==> config.mk <==
export PLATFORM = sky130hd
export DESIGN_NAME = switch_allocator
export DESIGN_NICKNAME = d
export VERILOG_FILES = /design/src/rtl/router_pkg.sv /design/src/rtl/output_lock_unit.sv /design/src/rtl/switch_allocator.sv
export SDC_FILE = /design/constraint.sdc
export NUM_CORES = 1
export LEC_CHECK = 0
export ABC_AREA = 1
export CAP_MARGIN = 0
export CORE_MARGIN = 2
export CORE_UTILIZATION = 52
export CTS_CLUSTER_DIAMETER = 100
export DETAILED_ROUTE_END_ITERATION = 10
export PLACE_DENSITY_LB_ADDON = 0.12
export RECOVER_POWER = 100
export SLEW_MARGIN = 40
export SYNTH_ARGS = -nofsm -noshare
export SYNTH_HDL_FRONTEND = slang
export SYNTH_SLANG_ARGS = --single-unit
==> constraint.sdc <==
create_clock -name clk -period 5.2 [get_ports clk]
set_clock_uncertainty 0.2 [all_clocks]
set_input_delay 0.52 -clock clk [delete_from_list [all_inputs] [get_ports clk]]
set_output_delay 0.52 -clock clk [all_outputs]
set_load 0.1 [all_outputs]
==> src/rtl/router_pkg.sv <==
// Shared router definitions: packet type marker, output port numbering and
// the per-output lock state used by the switch allocator.
package router_pkg;

    localparam int PACKET_TYPE_WIDTH = 2;
    localparam logic [PACKET_TYPE_WIDTH-1:0] ROUTING_HEADER = 2'b01;

    typedef enum logic [2:0] {
        LOCAL = 3'd0,
        NORTH = 3'd1,
        SOUTH = 3'd2,
        WEST  = 3'd3,
        EAST  = 3'd4
    } port_t;

    typedef enum logic {
        IDLE   = 1'b0,
        LOCKED = 1'b1
    } lock_state_t;

endpackage

==> src/rtl/output_lock_unit.sv <==
// One output port's allocator: round-robin grant among header requests,
// then holds the crossbar lock until the packet's last flit has transferred.
module output_lock_unit
    import router_pkg::*;
#(
    parameter int CHANNEL_NUMBER = 5,
    parameter int L_W            = 2,
    parameter int SEL_W          = 3
) (
    input  logic                        clk,
    input  logic                        rst,
    input  logic [CHANNEL_NUMBER-1:0]   req,
    input  logic [CHANNEL_NUMBER*L_W-1:0] len_all,
    input  logic [CHANNEL_NUMBER-1:0]   in_tvalid,
    input  logic                        out_tready,
    output logic                        out_tvalid,
    output logic [SEL_W-1:0]            out_sel,
    output logic [SEL_W-1:0]            owner,
    output lock_state_t                 state
);

    localparam logic [L_W:0] LEFT_ONE = {{L_W{1'b0}}, 1'b1};

    lock_state_t      state_q, state_n;
    logic [SEL_W-1:0] owner_q, owner_n;
    logic [SEL_W-1:0] rr_q, rr_n;
    logic [SEL_W-1:0] grant_idx;
    logic [L_W:0]     left_q, left_n;
    logic             grant_found;
    logic             xfer;
    int               idx;

    // Search starts just after the last served input, wrapping around.
    always_comb begin
        grant_found = 1'b0;
        grant_idx   = '0;
        idx         = 0;
        for (int k = 1; k <= CHANNEL_NUMBER; k++) begin
            idx = (int'(rr_q) + k) % CHANNEL_NUMBER;
            if (!grant_found && req[idx]) begin
                grant_found = 1'b1;
                grant_idx   = SEL_W'(idx);
            end
        end
    end

    assign xfer = (state_q == LOCKED) && in_tvalid[owner_q] && out_tready;

    always_comb begin
        state_n = state_q;
        owner_n = owner_q;
        left_n  = left_q;
        rr_n    = rr_q;
        case (state_q)
            IDLE: begin
                if (grant_found) begin
                    state_n = LOCKED;
                    owner_n = grant_idx;
                    left_n  = {1'b0, len_all[int'(grant_idx)*L_W +: L_W]} + LEFT_ONE;
                end
            end
            LOCKED: begin
                if (xfer) begin
                    left_n = left_q - LEFT_ONE;
                    if (left_q == LEFT_ONE) begin
                        state_n = IDLE;
                        rr_n    = owner_q;
                    end
                end
            end
            default: state_n = IDLE;
        endcase
    end

    always_ff @(posedge clk or posedge rst) begin
        if (rst) begin
            state_q <= IDLE;
            owner_q <= '0;
            left_q  <= '0;
            rr_q    <= SEL_W'(CHANNEL_NUMBER - 1);
        end else begin
            state_q <= state_n;
            owner_q <= owner_n;
            left_q  <= left_n;
            rr_q    <= rr_n;
        end
    end

    assign out_tvalid = (state_q == LOCKED) && in_tvalid[owner_q];
    assign out_sel    = (state_q == LOCKED) ? owner_q : '0;
    assign owner      = owner_q;
    assign state      = state_q;

endmodule

==> src/rtl/switch_allocator.sv <==
// Router switch allocator: XY-decodes each input's head flit, arbitrates per
// output with packet-granular locks and drives the crossbar selects.
module switch_allocator
    import router_pkg::*;
#(
    parameter int CHANNEL_NUMBER          = 5,
    parameter int DATA_WIDTH              = 32,
    parameter int MAX_ROUTERS_X           = 4,
    parameter int MAX_ROUTERS_Y           = 4,
    parameter int MAXIMUM_PACKAGES_NUMBER = 5,
    parameter int ROUTER_X                = 0,
    parameter int ROUTER_Y                = 0
) (
    input  logic                                           clk,
    input  logic                                           rst,
    input  logic [CHANNEL_NUMBER-1:0]                      in_tvalid,
    input  logic [CHANNEL_NUMBER-1:0][DATA_WIDTH-1:0]      in_tdata,
    output logic [CHANNEL_NUMBER-1:0]                      in_tready,
    input  logic [CHANNEL_NUMBER-1:0]                      out_tready,
    output logic [CHANNEL_NUMBER-1:0]                      out_tvalid,
    output logic [CHANNEL_NUMBER-1:0][$clog2(CHANNEL_NUMBER)-1:0] out_sel,
    output logic [CHANNEL_NUMBER-1:0]                      orphan_err
);

    localparam int X_W     = $clog2(MAX_ROUTERS_X);
    localparam int Y_W     = $clog2(MAX_ROUTERS_Y);
    localparam int L_W     = $clog2(MAXIMUM_PACKAGES_NUMBER - 1);
    localparam int SEL_W   = $clog2(CHANNEL_NUMBER);
    localparam int LEN_LSB = 2 * (X_W + Y_W);

    logic [CHANNEL_NUMBER-1:0]       is_hdr;
    logic [CHANNEL_NUMBER-1:0]       owned;
    logic [CHANNEL_NUMBER-1:0]       locked;
    logic [CHANNEL_NUMBER*L_W-1:0]   len_all;
    logic [X_W-1:0]                  tgt_x [CHANNEL_NUMBER];
    logic [Y_W-1:0]                  tgt_y [CHANNEL_NUMBER];
    port_t                           dir   [CHANNEL_NUMBER];
    logic [CHANNEL_NUMBER-1:0]       req   [CHANNEL_NUMBER];
    logic [SEL_W-1:0]                owner [CHANNEL_NUMBER];
    lock_state_t                     state [CHANNEL_NUMBER];
    logic                            unused_data;

    // Payload bits outside the header fields carry no meaning for allocation.
    assign unused_data = ^in_tdata;

    always_comb begin
        is_hdr  = '0;
        len_all = '0;
        for (int i = 0; i < CHANNEL_NUMBER; i++) begin
            is_hdr[i] = (in_tdata[i][DATA_WIDTH-1 -: PACKET_TYPE_WIDTH] == ROUTING_HEADER);
            tgt_y[i]  = in_tdata[i][Y_W-1:0];
            tgt_x[i]  = in_tdata[i][Y_W +: X_W];
            len_all[i*L_W +: L_W] = in_tdata[i][LEN_LSB +: L_W];
            dir[i] = LOCAL;
            if (int'(tgt_x[i]) > ROUTER_X)      dir[i] = EAST;
            else if (int'(tgt_x[i]) < ROUTER_X) dir[i] = WEST;
            else if (int'(tgt_y[i]) > ROUTER_Y) dir[i] = NORTH;
            else if (int'(tgt_y[i]) < ROUTER_Y) dir[i] = SOUTH;
        end
    end

    always_comb begin
        owned     = '0;
        in_tready = '0;
        for (int o = 0; o < CHANNEL_NUMBER; o++) begin
            for (int i = 0; i < CHANNEL_NUMBER; i++) begin
                if (locked[o] && owner[o] == SEL_W'(i)) begin
                    owned[i] = 1'b1;
                    if (out_tready[o]) in_tready[i] = 1'b1;
                end
            end
        end
    end

    always_comb begin
        for (int o = 0; o < CHANNEL_NUMBER; o++) begin
            req[o] = '0;
            for (int i = 0; i < CHANNEL_NUMBER; i++) begin
                req[o][i] = in_tvalid[i] && is_hdr[i] && !owned[i] && (int'(dir[i]) == o);
            end
        end
    end

    for (genvar o = 0; o < CHANNEL_NUMBER; o++) begin : g_out
        output_lock_unit #(
            .CHANNEL_NUMBER (CHANNEL_NUMBER),
            .L_W            (L_W),
            .SEL_W          (SEL_W)
        ) u_unit (
            .clk        (clk),
            .rst        (rst),
            .req        (req[o]),
            .len_all    (len_all),
            .in_tvalid  (in_tvalid),
            .out_tready (out_tready[o]),
            .out_tvalid (out_tvalid[o]),
            .out_sel    (out_sel[o]),
            .owner      (owner[o]),
            .state      (state[o])
        );
        assign locked[o] = (state[o] == LOCKED);
    end

    // A body flit with no lock behind it means the upstream lost framing.
    always_ff @(posedge clk or posedge rst) begin
        if (rst) orphan_err <= '0;
        else     orphan_err <= orphan_err | (in_tvalid & ~is_hdr & ~owned);
    end

endmodule

==> results of run 1 <==
## placed cells by master (no fill, tap or decap), drive strengths merged, types with 2 or more instances in the layout
cell type        n
and2             3
dfstp            3
clkinvlp         2
o22ai            2
a31oi            7
dlygate4sd3      3
buf             18
o21bai           6
nor2            81
dfrtp           40
nand4           18
a21oi           26
a22oi            2
conb             6
nand3          182
clkinv           5
nor3b            3
nand3b          11
o221ai           4
xor2            20
o31ai            2
inv            211
or2              7
clkdlybuf4s50   48
o21ai           98
nand2          392
nor3            15
ha              94
clkbuf          32
o211ai          13
xnor2            2
## worst register-to-register path, delay by kind of cell, from the launching register on
kind	cells	cell delay [ps]
and+or+nand+nor	15	1360
adders and majority gates	4	1200
DFF	1	600
xor gates and xnor gates	1	140
AOI/OAI and AO/OA	7	870
buffers and inverters	4	400
## final cells by class
class / count / share of cell area (%)
flip-flops and latches: 43 / 11.9
inverters: 218 / 9.11
repair buffers: 93 / 8.04
well taps: 211 / 2.89
clock buffers: 8 / 1.71
multi-input cells: 1001 / 66.4
## sequential cells by signal, summed over array words and instances, names as in the netlist
signal and count:
g_out.u_unit.owner 9, g_out.u_unit.state 5, g_out.u_unit.rr_q 9, orphan_err 5
g_out.u_unit.left_q 15
## metrics by stage
stage                     utilization (%)  hold WS [ps]
after floorplan                         -           296
after global placement               59.6           248
after detailed placement             58.8           251
after CTS                            59.9           264
after global routing                 60.0           276
final                                60.0           264
## what timing repair did
item / in CTS / in global routing
resized for setup: 0 / 16
endpoints found under the setup margin: 0 / 5
setup buffers: 0 / 5
## per-layer routing
metal	part of all wire [%]	routed length, um	vias up	track usage, %
li1	-	-	4293	-
met1	47	9820	3706	33.9
met2	45	9380	194	41.7
met3	5.2	1070	32	2.44
met4	2.0	416	0	6.71
met5	0	0	-	0
## Yosys cell counts (3+ instances only)
cell and instances:
nand3_2 20, clkinv_1 3, dfstp_2 3, buf_4 11, nor3_4 3, o211ai_1 12, nand3_4 4, o221ai_1 4
nand2_2 40, nand4_1 18, clkbuf_1 6, and2_1 3, buf_6 3, dfrtp_1 40, or2_2 5, a31oi_1 6
nand3_1 158, inv_2 32, o21ai_0 65, o21bai_1 5, nor2_2 14, buf_2 8, nor3b_1 3, nand3b_1 10
a21oi_2 4, nor3_2 3, nor3_1 9, o21ai_2 12, inv_1 179, nor2_1 63, xor2_1 15, xor2_2 3
ha_1 94, a21oi_1 21, o21ai_1 20, nand2_1 335, nand2_4 16
## final timing paths
| path | slack [ps] | endpoint | start | cells past startpoint |
|---|---|---|---|---|
| worst max-delay path | 330 | g_out[1].u_unit.left_q[1]$_DFFE_PP0P_ | g_out[1].u_unit.rr_q[2]$_DFFE_PP1P_ | 31 |
| worst min-delay path | 260 | orphan_err[0]$_DFF_PP0_ | orphan_err[0]$_DFF_PP0_ | 1 |
| worst max register to register | 330 | g_out[1].u_unit.left_q[1]$_DFFE_PP0P_ | g_out[1].u_unit.rr_q[2]$_DFFE_PP1P_ | 31 |
| worst min register to register | 260 | orphan_err[0]$_DFF_PP0_ | orphan_err[0]$_DFF_PP0_ | 1 |
| max in group asynchronous | 2800 | g_out[0].u_unit.rr_q[0]$_DFFE_PP0P_ | rst | 2 |
| min in group asynchronous | 990 | orphan_err[3]$_DFF_PP0_ | rst | 2 |
## cells by family after synthesis
family	synth area share, %
adder cells (fa/ha/maj)	14.7
AND/OR/NAND/NOR	44.0
AO/OA/AOI/OAI	12.6
flip-flops	13.3
buffers and inverters	12.3
XOR/XNOR	3.10
other	0.0461
==> impl_metrics.tcl, run 1 <==
set metrics [dict create \
    ys.flop_type "dfrtp_1" \
    fin_setup_tns_ps 0 \
    crit_slowest_cell "dfstp_2" \
    hp-class "flop to flop" \
    grt_max_degree 44 \
    gp_congestion 0.909 \
    fin_crit_sh_pct 93.7 \
    register_area_um2 1090 \
    crit_required_ps 5170 \
    dieArea_um2 16700 \
    portBuffers 75 \
    dpl_cell_area_um2 8980 \
    coreArea_um2 15300 \
    fp.dieW_um 129 \
    cts_tree "yes" \
    cpPeakStageDelay_ps 600 \
    cp_max_fo 7 \
    synth_top_area_share_pct 15.4 \
    fmax_mhz 205 \
    rsz0062_at_grt "yes" \
    avgSynthCellArea_um2 6.34 \
    synth_seq_cells 43 \
    track_usage_pct 24.8 \
    failed_checks "capacitance limit, slew limit" \
    clock_latency_ps 290 \
    cts_buffer_depth 2 \
    drtPass1Iterations 5 \
    gr-total-overflow 0 \
    wl_per_cell_um 13.1 \
    outcome "finished, violations left" \
    cts_htree_levels 2 \
    crit_top_cell "nand2_1" \
    drive_above_1_share_pct 15.3 \
    antennaDiodeCount 0 \
    num_vias 8225 \
    fillers 1552 \
    crit_type "flop to flop" \
    dp_hpwl_um 17000 \
    cp_data_arrival_time_ps 4840 \
    grt_pass1_wl_um 34200 \
    netlist_area_um2 8140 \
    cts_sinks 43 \
    cts_hold_buf 0 \
    synth_cells 1285 \
    clockRootBuffer "clkbuf_16" \
    ys_warn_count 0 \
    drtAntennaViolNets 0 \
    worstSetupStartpointType "flop" \
    fin_ws_ps 326 \
    setup_viol 0 \
    worst_slew_pin_slew_ps 1960 \
    yosys-top-cells-area "nand2_1, ha_1, dfrtp_1, nand3_1, inv_1" \
    synth_cell_types 63 \
    synth_seq_area_share_pct 13.3 \
    drt_iter0_markers 391 \
    relSlewSlack_pct -31.2 \
    synth_edf_count 0 \
    syn2layout_area_growth_pct 12.4 \
    grt_pass1_vias 7387 \
    place_ws_ps 170 \
    cts_made_buffers 5 \
    maxCapViolCount 1 \
    min_period_ps 4870 \
    slew_violations 44 \
    wirelength_um 20700 \
    vias_per_cell 5.23 \
    clk_pin_slew_ps 60 \
    drc 0 \
    ios 202 \
    finalHoldViolations 0 \
    dpl.cell_count 1561 \
    crit_buf_inv 4 \
    antenna_found_initial 0 \
    endpoint_kind "flop" \
    nNetsFinal 1629 \
    synth_top_area_cell "nand2_1" \
    layout.cells.non_filler 1574 \
    async_reset_ff_share_pct 100 \
    start_util_pct 53.4 \
    multi_input_area_um2 6070 \
    die_h_um 129 \
    rows 45 \
    stdcell_area_um2 9150 \
    crit_family "simple AND/OR/NAND/NOR gates" \
]
Power of run 1 is left out: the tool's default activity adds up to more than one toggle a clock period on the data nets, which glitch-free logic cannot reach.
==> inputs of run 2 (changes only) <==
- GPL_TIMING_DRIVEN: default -> 0
==> impl_metrics.tcl, run 2 (synthesis results as in run 1) <==
set metrics [dict create \
    relSlewSlack_pct 17.9 \
    dpl.cell_count 1577 \
    fin_ws_ps 357 \
    min_period_ps 4840 \
    clk_pin_slew_ps 60 \
    clockRootBuffer "clkbuf_16" \
    drive_above_1_share_pct 17.2 \
    multi_input_area_um2 6150 \
    cts_sinks 43 \
    nNetsFinal 1655 \
    gp_congestion 0.930 \
    drt_iter0_markers 561 \
    gr-total-overflow 0 \
    num_vias 8334 \
    use_met1_pct 33.0 \
    use_met3_pct 2.31 \
    cts_htree_levels 2 \
    fp.dieW_um 129 \
    cp_data_arrival_time_ps 4810 \
    cp_max_fo 7 \
    dpl_cell_area_um2 9080 \
    coreArea_um2 15300 \
    syn2layout_area_growth_pct 15.3 \
    cts_made_buffers 5 \
    cts_buffer_depth 2 \
    busiest_layer "met2" \
    crit_required_ps 5160 \
    wl_per_cell_um 12.9 \
    wirelength_um 20600 \
    largest_register_ffs 15 \
    finalHoldViolations 0 \
    fin_crit_sh_pct 93.1 \
    hp-class "flop to flop" \
    worst_slew_pin_slew_ps 1230 \
    drc 0 \
    layout_commonest_cell "nand2_1" \
    top_register "g_out.u_unit.left_q" \
    slew_violations 0 \
    drtAntennaViolNets 0 \
    cpPeakStageDelay_ps 580 \
    ff2ff_setup_slack_ps 360 \
    dp_hpwl_um 16900 \
    endpoint_kind "flop" \
    outcome "finished, final reports clean" \
    cts_tree "yes" \
    crit_slowest_cell "dfstp_2" \
    grt_pass1_vias 7454 \
    antennaDiodeCount 0 \
    crit_type "flop to flop" \
    rows 45 \
    grt_max_degree 23 \
    cts_hold_buf 0 \
    start_util_pct 53.4 \
    register_area_um2 1090 \
    die_h_um 129 \
    fmax_mhz 206 \
    vias_per_cell 5.21 \
    grt_pass1_wl_um 33700 \
    layout.cells.non_filler 1599 \
    clock_latency_ps 290 \
    crit_top_cell "nand2_1" \
    dieArea_um2 16700 \
    drtPass1Iterations 5 \
    antenna_found_initial 0 \
    portBuffers 75 \
    place_ws_ps -181 \
    ios 202 \
    track_usage_pct 24.3 \
    final_cell_mix "nand2_1, inv_1, nand3_1" \
    gr-usage-met2_pct 41.4 \
    maxCapViolCount 0 \
    stdcell_area_um2 9390 \
    setup_viol 0 \
    fillers 1502 \
    worstSetupStartpointType "flop" \
]
[run 2: cell count changes in the layout (fill, tap and decap cells not counted), sizes merged]
| cell | delta |
|---|---|
| clkinvlp | +3 |
| dlygate4sd3 | -1 |
| inv | -1 |
| clkinv | -2 |
| clkbuf | +8 |
| buf | +17 |
| clkdlybuf4s50 | +1 |
[run 2: final cells by class]
class | count | share of cell area, %
multi-input cells | 1001 | 65.6
flip-flops and latches | 43 | 11.6
inverters | 218 | 9.05
repair buffers | 91 | 7.64
well taps | 211 | 2.81
plain buffers | 28 | 1.92
clock buffers | 7 | 1.41
[run 2: metrics by stage]
stage	utilization [%]	hold slack, ps	setup TNS (ps)
CTS	60.5	265	0
global route	61.5	281	-33.1
global placement	60.1	248	-270
finish	61.5	271	0
floorplan	-	296	0
detailed placement	59.5	251	-336
[run 2: metal layers]
layer  wire [um]  up-vias
met3        1020       34
met5           0        -
met1        9600     3737
met2        9510      219
li1            -     4344
met4         429        0
[run 2: timing repair]
action | in CTS | in global routing
pin swaps | 0 | 1
endpoints found under the setup margin | 2 | 6
setup buffers | 0 | 15
resized for setup | 4 | 30
hold endpoints to repair | 0 | 0
[run 2: final timing paths]
kind,from,endpoint,depth (start not counted)
setup / recovery,g_out[4].u_unit.rr_q[2]$_DFFE_PP1P_,g_out[4].u_unit.left_q[1]$_DFFE_PP0P_,31
hold / removal,orphan_err[3]$_DFF_PP0_,orphan_err[3]$_DFF_PP0_,1
setup reg to reg,g_out[4].u_unit.rr_q[2]$_DFFE_PP1P_,g_out[4].u_unit.left_q[1]$_DFFE_PP0P_,31
hold reg to reg,orphan_err[3]$_DFF_PP0_,orphan_err[3]$_DFF_PP0_,1
max in group asynchronous,rst,g_out[0].u_unit.rr_q[1]$_DFFE_PP0P_,3
min in group asynchronous,rst,g_out[4].u_unit.left_q[1]$_DFFE_PP0P_,2
[run 2: worst max-delay path: cells and delay by family (launching register included)]
family          cells  cell delay (ps)
simple gates       13             1460
buf+inv             5              450
flops               1              580
fa+ha+maj           3              820
compound gates      9             1070
xor+xnor            1              150
Power of run 2 is left out for the same reason.
